[config.mk]
export PLATFORM = sky130hd
export DESIGN_NAME = ucaspian_packet_encoder
export DESIGN_NICKNAME = d
export VERILOG_FILES = /design/src/rtl/ucaspian_packet_encoder.sv
export SDC_FILE = /design/constraint.sdc
export NUM_CORES = 1
export LEC_CHECK = 0
export CAP_MARGIN = 20
export CORE_MARGIN = 5
export CORE_UTILIZATION = 45
export DETAILED_ROUTE_END_ITERATION = 8
export GPL_ROUTABILITY_DRIVEN = 0
export PLACE_DENSITY = 0.79
export SYNTH_ARGS = -nofsm -noshare
export SYNTH_HDL_FRONTEND = slang
export SYNTH_SLANG_ARGS = --single-unit
[constraint.sdc]
create_clock -name clk -period 3.9 [get_ports clk]
set_input_delay 0.78 -clock clk [delete_from_list [all_inputs] [get_ports clk]]
set_output_delay 0.78 -clock clk [all_outputs]
set_load 0.05 [all_outputs]
[src/rtl/ucaspian_packet_encoder.sv]
// Core-to-host response encoder: arbitrates core completion events into byte packets on a
// valid/ready TX byte stream. Define PKT_CHECKSUM_EN to append an XOR checksum byte to every packet.
module ucaspian_packet_encoder #(
  parameter int CFG_PEND_W = 4,
  parameter int TIME_BYTES = 4
) (
  input  logic        clk,
  input  logic        reset_n,
  input  logic        clear_done,
  output logic        ack_sent,
  input  logic        config_done,
  input  logic [7:0]  metric_value,
  input  logic        metric_send,
  output logic        metric_done,
  input  logic [7:0]  output_fire_addr,
  input  logic        output_fire_waiting,
  output logic        output_fire_sent,
  input  logic [31:0] time_current,
  input  logic        time_update,
  output logic        time_sent,
  output logic [7:0]  tx_data,
  output logic        tx_vld,
  input  logic        tx_rdy,
  output logic        busy
);

`ifdef PKT_CHECKSUM_EN
  localparam int CHK_BYTES = 1;
`else
  localparam int CHK_BYTES = 0;
`endif
  localparam int PKT_MAX = 1 + TIME_BYTES + CHK_BYTES;
  localparam int IDX_W   = $clog2(PKT_MAX + 1);

  localparam logic [2:0] S_IDLE = 3'd0;
  localparam logic [2:0] S_LOAD = 3'd1;
  localparam logic [2:0] S_SEND = 3'd2;
  localparam logic [2:0] S_DONE = 3'd3;
  localparam logic [2:0] S_GAP  = 3'd4;

  localparam logic [2:0] P_CLEAR  = 3'd0;
  localparam logic [2:0] P_CFG    = 3'd1;
  localparam logic [2:0] P_METRIC = 3'd2;
  localparam logic [2:0] P_FIRE   = 3'd3;
  localparam logic [2:0] P_TIME   = 3'd4;

  localparam logic [7:0] OP_CLEAR  = 8'h01;
  localparam logic [7:0] OP_CFG    = 8'h02;
  localparam logic [7:0] OP_TIME   = 8'h03;
  localparam logic [7:0] OP_METRIC = 8'h04;
  localparam logic [7:0] OP_FIRE   = 8'h05;

  logic [2:0]            state;
  logic [2:0]            pkt_type;
  logic [2:0]            arb_type;
  logic                  req_any;
  logic [IDX_W-1:0]      idx;
  logic [IDX_W-1:0]      pkt_len;
  logic [IDX_W-1:0]      load_len;
  logic [7:0]            pkt_buf    [PKT_MAX];
  logic [7:0]            load_bytes [PKT_MAX];
  logic [CFG_PEND_W-1:0] cfg_pend;
  logic                  cfg_launch;
  logic                  slot_full;
  logic                  m_hold;
  logic                  metric_capture;
  logic [7:0]            metric_byte;
  logic                  last_byte;
`ifdef PKT_CHECKSUM_EN
  logic [7:0]            load_chk;
`endif

  // Fixed-priority arbitration, only acted on in IDLE.
  always_comb begin
    // NOTE: every signal driven here gets a default first, so no path can infer a latch.
    req_any  = 1'b1;
    arb_type = P_CLEAR;
    if (clear_done)               arb_type = P_CLEAR;
    else if (cfg_pend != '0)      arb_type = P_CFG;
    else if (slot_full)           arb_type = P_METRIC;
    else if (output_fire_waiting) arb_type = P_FIRE;
    else if (time_update)         arb_type = P_TIME;
    else                          req_any  = 1'b0;
  end

  assign cfg_launch     = (state == S_IDLE) && !clear_done && (cfg_pend != '0);
  assign metric_capture = metric_send && !slot_full && !m_hold;
  assign last_byte      = (state == S_SEND) && tx_rdy && (idx == pkt_len - IDX_W'(1));

  // Packet image built from the live payload sources; captured once in LOAD.
  always_comb begin
    for (int i = 0; i < PKT_MAX; i++) load_bytes[i] = '0;
    load_len = IDX_W'(1);
    case (pkt_type)
      P_CLEAR: load_bytes[0] = OP_CLEAR;
      P_CFG:   load_bytes[0] = OP_CFG;
      P_METRIC: begin
        load_bytes[0] = OP_METRIC;
        load_bytes[1] = metric_byte;
        load_len      = IDX_W'(2);
      end
      P_FIRE: begin
        load_bytes[0] = OP_FIRE;
        load_bytes[1] = output_fire_addr;
        load_len      = IDX_W'(2);
      end
      P_TIME: begin
        load_bytes[0] = OP_TIME;
        for (int b = 0; b < TIME_BYTES; b++)
          load_bytes[1+b] = time_current[8*(TIME_BYTES-1-b) +: 8];
        load_len = IDX_W'(1 + TIME_BYTES);
      end
      default: ;
    endcase
`ifdef PKT_CHECKSUM_EN
    // Unused slots are zero, so XOR over the whole image equals XOR over the real bytes.
    load_chk = '0;
    for (int i = 0; i < PKT_MAX; i++) load_chk = load_chk ^ load_bytes[i];
    for (int i = 1; i < PKT_MAX; i++)
      if (IDX_W'(i) == load_len) load_bytes[i] = load_chk;
    load_len = load_len + IDX_W'(1);
`endif
  end

  always_ff @(posedge clk or negedge reset_n) begin
    // NOTE: state registers use non-blocking assignments so every flop samples pre-edge values.
    if (!reset_n) begin
      state    <= S_IDLE;
      pkt_type <= P_CLEAR;
      idx      <= '0;
      pkt_len  <= '0;
    end else begin
      case (state)
        S_IDLE: if (req_any) begin
          pkt_type <= arb_type;
          state    <= S_LOAD;
        end
        S_LOAD: begin
          pkt_len <= load_len;
          idx     <= '0;
          state   <= S_SEND;
        end
        S_SEND: if (tx_rdy) begin
          if (idx == pkt_len - IDX_W'(1)) state <= S_DONE;
          else                            idx   <= idx + IDX_W'(1);
        end
        S_DONE:  state <= S_GAP;
        S_GAP:   state <= S_IDLE;
        default: state <= S_IDLE;
      endcase
    end
  end

  // NOTE: the packet buffer has no reset; it is only read in SEND, which always follows a LOAD.
  always_ff @(posedge clk) begin
    if (state == S_LOAD)
      for (int i = 0; i < PKT_MAX; i++) pkt_buf[i] <= load_bytes[i];
  end

  always_ff @(posedge clk or negedge reset_n) begin
    if (!reset_n) begin
      cfg_pend <= '0;
    end else if (config_done && !cfg_launch) begin
      if (cfg_pend != {CFG_PEND_W{1'b1}}) cfg_pend <= cfg_pend + CFG_PEND_W'(1);
    end else if (!config_done && cfg_launch) begin
      cfg_pend <= cfg_pend - CFG_PEND_W'(1);
    end
  end

  // m_hold blocks re-capture of the same level-held metric until metric_send drops.
  always_ff @(posedge clk or negedge reset_n) begin
    if (!reset_n) begin
      slot_full   <= 1'b0;
      metric_byte <= '0;
      metric_done <= 1'b0;
      m_hold      <= 1'b0;
    end else begin
      metric_done <= metric_capture;
      if (last_byte && pkt_type == P_METRIC) begin
        slot_full <= 1'b0;
      end else if (metric_capture) begin
        slot_full   <= 1'b1;
        metric_byte <= metric_value;
      end
      if (!metric_send)        m_hold <= 1'b0;
      else if (metric_capture) m_hold <= 1'b1;
    end
  end

  assign tx_vld           = (state == S_SEND);
  assign tx_data          = tx_vld ? pkt_buf[idx] : 8'h00;
  assign ack_sent         = (state == S_DONE) && (pkt_type == P_CLEAR);
  assign output_fire_sent = (state == S_DONE) && (pkt_type == P_FIRE);
  assign time_sent        = (state == S_DONE) && (pkt_type == P_TIME);
  assign busy             = (state != S_IDLE) | clear_done | (cfg_pend != '0) | slot_full
                          | output_fire_waiting | time_update;

endmodule

* Word level (Yosys, flattened, before mapping)
Memories as Yosys holds them, arrays and structs flattened.
Index checks and enable logic that the tools add are counted.
** Cells by class
- $add $sub $neg :: 4
- Eq/ne operators :: 15
- Multiplexer cells :: 30
- Bitwise logic cells :: 6
- Reduce and logical (&&, ||, !) cells :: 30
** Operator list (number)
- $mux W3 :: 10
- $mux W24 :: 1
- $pmux W8 S3 :: 1
- $pmux W3 S5 :: 1
- $eq A3 B2 Y1 const B :: 4
- $logic_and A1 B1 Y1 :: 12
- $mux W4 :: 3
- $pmux W3 S2 :: 2
- $pmux W3 S4 :: 1
- $mux W1 :: 10
- $mux W8 :: 1
- $ne A2 B1 Y1 const B :: 4
- $eq A3 B1 Y1 const B :: 2
- $logic_not A3 Y1 :: 2
- $reduce_and A2 Y1 :: 3
- $reduce_and A3 Y1 :: 2
- $reduce_bool A2 Y1 :: 3
- $logic_not A1 Y1 :: 5
- $or A1 B1 Y1 :: 5
- $add A4 B1 Y4 const B :: 1
- $ne A2 B2 Y1 const B :: 2
- $ne A4 B4 Y1 const B :: 1
- $reduce_bool A4 Y1 :: 1
- $sub A4 B1 Y4 const B :: 1
- other kinds (7) :: 7
** Storage, ports and cells
- Register bits :: 27
- RAM bits :: 40
- Output and inout port bits :: 14
- Word-level logic and storage cells :: 95
- Memories :: 1
** Memories
- pkt_buf :: words 5, bits a word 8, read ports 1, clocked after memory_dff 0, wr ports 5, line 60 : logic [7:0] pkt_buf [PKT_MAX];

* Depth between registers and ports, before layout
Gate-level depths: netlist of the first run.
- Depth after elaboration :: 7
- Mapped depth :: 8

* Least setup slack after synthesis of the first run
No wires, ideal clock.
- Path kind :: register to register
- Start point :: register state[1]
- End point :: register idx[2]
- Library setup time :: 120 ps
- Arrival :: 4031 ps
- Slack :: -252 ps
- Cell stages (with the launch flop) :: 6
- Buffers on the path :: 1
- Clock period less this slack :: 4152 ps
- Path through :: dfrtp_1 buf_4 nor3b_1 nor2_1 a32o_1 a31o_2
** On the way
- Longest elaborated chain between the ends :: 3
- Elaborated cells on any way between the ends :: 7
** RTL lines
- from (decl) :: line 53 : logic [2:0] state;
- from (signal assigned) :: line 128 : state <= S_IDLE;
- from (signal assigned) :: line 136 : state <= S_LOAD;
- from (signal assigned) :: line 141 : state <= S_SEND;
- $eq A3 B2 Y1 or $eq A3 B1 Y1 (tied branches) :: line 133 : case (state)
- $ne A2 B2 Y1 (no line) (tied with other cells)
- $reduce_and A3 Y1 (no line)
- to (signal assigned) :: line 145 : else idx <= idx + IDX_W'(1);
- to (decl) :: line 57 : logic [IDX_W-1:0] idx;
Parallel ways exist; a longest one is shown, timed or not.
A chain may end at the register's enable or synchronous reset.

* Final worst setup path of the first run
- Start point :: register cfg_pend[1]
- End point :: output port busy
** On the way
- Longest elaborated chain between the ends :: 5
** RTL lines
- from (decl) :: line 62 : logic [CFG_PEND_W-1:0] cfg_pend;
- from (signal assigned) :: line 164 : if (cfg_pend != {CFG_PEND_W{1'b1}}) cfg_pend <= cfg_pend + CFG_PEND_W'(1);
- from (signal assigned) :: line 166 : cfg_pend <= cfg_pend - CFG_PEND_W'(1);
- $reduce_bool A4 Y1 :: line 195 : assign busy = (state != S_IDLE) | clear_done | (cfg_pend != '0) | slot_full
- $or A1 B1 Y1 (2 in series) :: line 195
- $or A1 B1 Y1 (2 in series) :: line 196 : | output_fire_waiting | time_update;
- to (decl) :: line 24 : output logic busy
Every way passes these cells.

==> reports/results.ini, run 1 <==
[floorplanning]
ioPinCount=70
die-area_um2=8643
initial_utilization_pct=45.85
die_x_um=92.97
core_um2=6756
die_h_um=92.97
rows=30

[global_routing]
grt_max_degree=34
overflow=0
grt_pass1_wl_mm=10.81
grtUsageTotal_pct=16.15
grt_pass1_vias=2286
antenna_found_initial=0

[layout]
diodes=0
area_growth_pct=32.67
layout_commonest_cell=clkdlybuf4s50_1
final_cells=409
nFillCells=544
layout-drive-gt1-share_pct=13.07
final_cell_mix=clkdlybuf4s50_1 (69), edfxtp_1 (35), dfrtp_1 (27)
finalNetCount=385

[logic_synthesis]
ys.warnings.count=0
synth-seq-area-share_pct=55.74
async_reset_ff_share_pct=43.55
avgSynthCellArea_um2=12.20
synth_area_um2=3098
synthFlopType=edfxtp_1
synth_cell_types=48
synth_edf_count=35
syn_nets=315
syn-instance-count=254
synth-seq-cells=62

[power]
p_leak_uw=0.001580
switching_share_pct=34.67
internal-power_uw=1905
power.switching_uw=1011
powerDensity_nw_per_um2=709.5
p_clk_share_pct=23.0
ir_drop_uv=405.6
pwr-share-seq_pct=41.9
comb_power_share_pct=35.2

[worst_hold_path]
hold_class=reg -> reg

[timing]
setup_viol=0
maxSlewHeadroom_pct=33.79
finalSetupTns_ns=0
fin_crit_ns=3.567
finalHoldViolations=0
period_share_pct=91.47
timing.fmax_mhz=280.3
worst_pin_slew_ns=0.9921
hold_ws_ns=0.5052
final_max_slew_viol_count=0
rsz0062_at_grt=no
fin_skew_ns=0.007056

[worst_setup_path]
cp_top_family=simple AND/OR/NAND/NOR gates
crit_type=reg -> out
slowest_stage=clkdlybuf4s50_1
crit_path_end_kind=primary output
slowest_delay_ns=0.72
cp-start-kind=register
arrival_ns=2.79
path_max_fanout=9
crit_buf_inv=1
cp.required_ns=3.12
cp_cell_sequence=or4_1 -> nor4_1 -> nand2_1 -> clkdlybuf4s50_1

[routing]
drtIter0Drc=77
wirelength_mm=6.667
ant_nets=0
via_per_inst=5.399
via_count=2208
firstDrtPassIters=6
drcViolationCount=0
wl_per_cell_um=16.30

[cts]
cts_buffers=9
h-tree-depth=3
cts-hold-fix-buffers=0
root_buffer=clkbuf_8
path_clk_slew_ns=0.07
cts_buffer_depth=2
cts_tree=done
cts_resized=0
post_cts_buffers=0
clk_latency_ns=0.33
clock_sinks=62

[placed_design]
io_buffers=69
hpwl_mm=4.838
dp_cells=393

[outcome]
outcome=complete, no violations

[run]
drv_cap=0

power groups by stage:
| stage | clock, uW | combinational (uW) | sequential [uW] |
|---|---|---|---|
| detailed placement | 0 | 1030 | 1240 |
| finish | 670 | 1030 | 1220 |
| CTS | 685 | 1040 | 1220 |
| global placement | 0 | 990 | 1220 |
| floorplan | 0 | 815 | 1130 |
| global route | 708 | 1130 | 1260 |
per-stage QoR:
stage / power (uW) / utilization, % / area (um2) / worst slack, ns
floorplan: 1944 / - / 3103 / 0.7537
global placement: 2211 / 57.33 / 3874 / 0.4574
detailed placement: 2270 / 57.33 / 3874 / 0.2575
CTS: 2945 / 60.83 / 4110 / 0.3212
global route: 3099 / 60.83 / 4110 / 0.1475
finish: 2916 / 60.83 / 4110 / 0.3329
cell type report:
class	count	area (um2)	area share (%)
tap	80	100.1	2.435
inverter	10	37.54	0.9132
sequential	62	1727	42.01
clock inverter	7	112.6	2.740
multi-input combinational	169	1296	31.54
timing repair buffer	72	713.2	17.35
clock buffer	9	123.9	3.014
logic make-up (layout without fill, tap and decap cells):
kind of cell / after synthesis / after routing / share of synthesized area (%)
simple gates: 84 / 84 / 15.07
flops: 62 / 62 / 55.74
compound gates: 44 / 44 / 10.30
mux: 30 / 30 / 11.55
buf+inv: 23 / 98 / 2.948
xor+xnor: 6 / 6 / 2.141
fa+ha+maj: 5 / 5 / 2.262
worst reg2reg max path: stages, from the launching register on:
cell      delay (ns)
dfrtp_1         0.48
or4_1           0.64
o21ai_0         0.59
ha_1            0.36
a21o_1          0.18
a21oi_1         0.26
a21bo_2         0.18
o211ai_1        0.07
state kept, by name, summed over array words and instances (netlist names):
register,cells
idx,3
state,3
metric_done,1
pkt_buf,35
metric_byte,8
m_hold,1
cfg_pend,4
pkt_len,3
slot_full,1
pkt_type,3
worst paths after layout:
path / from / cells after the start / slack, ns / end
setup / recovery: cfg_pend[1] / 4 / 0.33 / busy
hold / removal: metric_byte[2] / 1 / 0.51 / metric_byte[2]
setup reg to reg: state[2] / 7 / 1.01 / cfg_pend[3]
hold reg to reg: metric_byte[2] / 1 / 0.51 / metric_byte[2]
max in group asynchronous: reset_n / 2 / 2.80 / metric_byte[3]
min in group asynchronous: reset_n / 2 / 0.82 / cfg_pend[1]
cells in the mapped netlist (2+ instances only):
cell	instances	area [um2]
nor3b_1	3	22.52
xor2_1	3	26.28
nor2b_1	6	37.54
nor4_1	5	31.28
dfrtp_1	27	675.7
inv_1	10	37.54
a21oi_1	6	30.03
and2_1	25	156.4
nor3_1	8	40.04
mux4_2	3	67.56
and3_1	2	12.51
clkbuf_1	9	33.78
a221oi_1	5	43.79
edfxtp_1	35	1051
buf_1	2	7.510
a21o_1	2	15.01
mux2_2	16	180.2
or3_1	3	18.77
mux2i_1	11	110.1
xnor2_1	2	17.52
or4_1	2	15.01
nand2_1	13	48.80
o21ai_0	15	75.07
ha_1	4	50.05
a32o_1	3	30.03
nor2_1	11	41.29
nand3b_1	2	15.01
metal layers:
metal | global-route usage (%) | wire length, um
met1 | 20.66 | 2905
met2 | 26.57 | 3347
met3 | 2.655 | 281
met4 | 8.059 | 133
met5 | 0 | 0
(Power assumes the default switching activity.)
==> run 2: changes to the inputs <==
--- a/config.mk
+++ b/config.mk
@@ -7,10 +7,11 @@
 export LEC_CHECK = 0
 export CAP_MARGIN = 20
 export CORE_MARGIN = 5
-export CORE_UTILIZATION = 45
+export CORE_UTILIZATION = 57
 export DETAILED_ROUTE_END_ITERATION = 8
+export DONT_BUFFER_PORTS = 1
 export GPL_ROUTABILITY_DRIVEN = 0
-export PLACE_DENSITY = 0.79
+export PLACE_DENSITY = 0.78
 export SYNTH_ARGS = -nofsm -noshare
 export SYNTH_HDL_FRONTEND = slang
 export SYNTH_SLANG_ARGS = --single-unit
==> run 2 against run 1 <==
- via count fell by 9.5%
- hold slack got worse by 0.38 ns
- register-to-register slack improved by 0.08 ns
- count of clock-buffer cells in the layout rose by 1
- global-route usage rose by 3.1 points
- sequential share of layout area rose by 8.4 points
- maximum frequency rose by 14%
- critical path type unchanged
- wire length fell by 6.0%
- clock power fell by 13%
- final cell count fell by 18%
- worst setup slack improved by 0.44 ns
- core utilization rose by 5.0 points
==> reports/results.ini, run 2 (same netlist as run 1, synthesis figures left out) <==
[global_routing]
grtUsageTotal_pct=19.24  ; +3.1 points
grt_pass1_vias=2078  ; -9.1%
grt_pass1_wl_mm=10.43  ; -3.6%
grt_max_degree=41  ; +21%
antenna_found_initial=2  ; +2
overflow=0  ; unchanged

[power]
p_leak_uw=0.001319  ; -17%
powerDensity_nw_per_um2=795.8  ; +12%
ir_drop_uv=486.2  ; +20%

[cts]
h-tree-depth=3  ; unchanged
clk_latency_ns=0.34  ; about the same
cts_buffer_depth=2  ; unchanged
cts-hold-fix-buffers=0  ; unchanged
cts_resized=0  ; unchanged
root_buffer=clkbuf_8
cts_buffers=9  ; unchanged
clock_sinks=62  ; unchanged
cts_tree=done
post_cts_buffers=0  ; unchanged
path_clk_slew_ns=0.08  ; about the same

[timing]
hold_ws_ns=0.1252  ; -0.3800 ns
fin_crit_ns=3.124  ; -0.4436 ns
rsz0062_at_grt=no
finalHoldViolations=0  ; unchanged
fin_skew_ns=0.009979  ; +0.002923 ns
timing.final.ws_setup_ns=0.7764  ; +0.4436 ns
period_share_pct=80.09  ; -11 points
finalSetupTns_ns=0  ; unchanged
maxSlewHeadroom_pct=39.83  ; +6.0 points
final_max_slew_viol_count=0  ; unchanged
timing.fmax_mhz=320.1  ; +14%
worst_pin_slew_ns=0.8993  ; -0.09282 ns
setup_viol=0  ; unchanged

[worst_setup_path]
slowest_stage=or4_1
slowest_delay_ns=0.64  ; -0.08 ns
arrival_ns=2.34  ; -0.45 ns
crit_type=reg -> out
cp_cell_sequence=or4_1 -> nor4_1 -> nand2_1
cp-start-kind=register
rr_worst_depth=7  ; unchanged
cp.required_ns=3.12  ; about the same
reg2reg_from=state[2]
crit_path_start=cfg_pend[1]
worstSetupEndpoint=busy
ff2ff_setup_slack_ns=1.09  ; +0.08 ns
r2r_end=cfg_pend[3]
crit_path_end_kind=primary output
path_max_fanout=9  ; unchanged

[placed_design]
dp_slack_ns=0.8619  ; +0.6044 ns
io_buffers=0  ; -100%
dp_cells=319  ; -19%
hpwl_mm=4.317  ; -11%

[routing]
via_per_inst=5.929  ; +9.8%
firstDrtPassIters=4  ; -2
drcViolationCount=0  ; unchanged
drtIter0Drc=120  ; +56%
wl_per_cell_um=18.60  ; +14%
ant_nets=0  ; unchanged
via_count=1998  ; -9.5%
wirelength_mm=6.269  ; -6.0%

[layout]
layout-drive-gt1-share_pct=18.87  ; +5.8 points
layout_commonest_cell=edfxtp_1
final_cells=337  ; -18%
nFillCells=379  ; -30%
largest_register_ffs=35  ; unchanged
largestRegisters=pkt_buf: 35 flops, metric_byte: 8 flops, cfg_pend: 4 flops
final_cell_mix=edfxtp_1 (35), dfrtp_1 (27), and2_1 (25)
finalNetCount=321  ; -17%
area_growth_pct=10.62
final_util_pct=65.84  ; +5.0 points
top_register=pkt_buf

[floorplanning]
rows=26  ; -13%
die_h_um=83.72  ; -9.9%
core_um2=5205  ; -23%
die_x_um=83.72  ; -9.9%
die-area_um2=7009  ; -19%
ioPinCount=70  ; unchanged
initial_utilization_pct=59.52  ; +14 points

[run]
drv_cap=0  ; unchanged

[worst_hold_path]
hold_class=in -> async

[outcome]
outcome=complete, no violations

-- run 2: cell count changes in the layout (fill, tap and decap cells not counted), sizes merged --
| cell | previous run | this run |
|---|---|---|
| clkdlybuf4s50 | 69 | 0 |
| buf | 3 | 8 |
| clkinv | 4 | 1 |
| clkinvlp | 0 | 3 |
| bufinv | 3 | 1 |
| diode | 0 | 2 |
| clkbuf | 9 | 10 |
| inv | 10 | 11 |
-- run 2: worst max-delay path, delay by kind of cell (launching register included) --
family        cells  cell delay [ns]
flops             1             0.49
simple gates      3             1.52
-- run 2: worst min path at each step --
stage,slack [ns],cells after the start,start,to
floorplan,0.47,1,slot_full,m_hold
global placement,0.49,0,reset_n,idx[2]
detailed placement,0.49,0,reset_n,pkt_len[2]
CTS,0.11,0,reset_n,metric_byte[4]
global route,0.09,0,reset_n,metric_byte[3]
finish,0.13,0,reset_n,metric_byte[3]
-- run 2: cell type report --
type | count | area [um2] | area share (%)
diodes | 2 | 5.005 | 0.1460
clock buffers | 10 | 137.6 | 4.016
clock inverters | 6 | 70.07 | 2.045
inverters | 10 | 37.54 | 1.095
multi-input cells | 169 | 1303 | 38.01
flip-flops and latches | 62 | 1727 | 50.38
well taps | 70 | 87.58 | 2.556
repair buffers | 8 | 60.06 | 1.752
-- run 2: report_power, final --
group	switching, uW	leakage (uW)	internal, uW
Sequential	221	0.000672	1010
Clock	267	0.0000951	315
Combinational	521	0.000552	392
-- run 2: per-stage QoR --
step / area (um2) / power, uW
3_5_place_dp: 3214 / 2157
3_3_place_gp: 3214 / 2115
4_1_cts: 3422 / 2749
2_1_floorplan: 3103 / 1944
5_1_grt: 3427 / 2932
6_report: 3427 / 2727
-- run 2: per-layer routing --
metal / routed length (um) / track usage [%] / part of all wire (%)
met3: 536 / 8.983 / 8.6
met4: 80 / 7.018 / 1.3
met1: 2773 / 25.86 / 44
met2: 2878 / 27.26 / 46
met5: 0 / 0 / 0
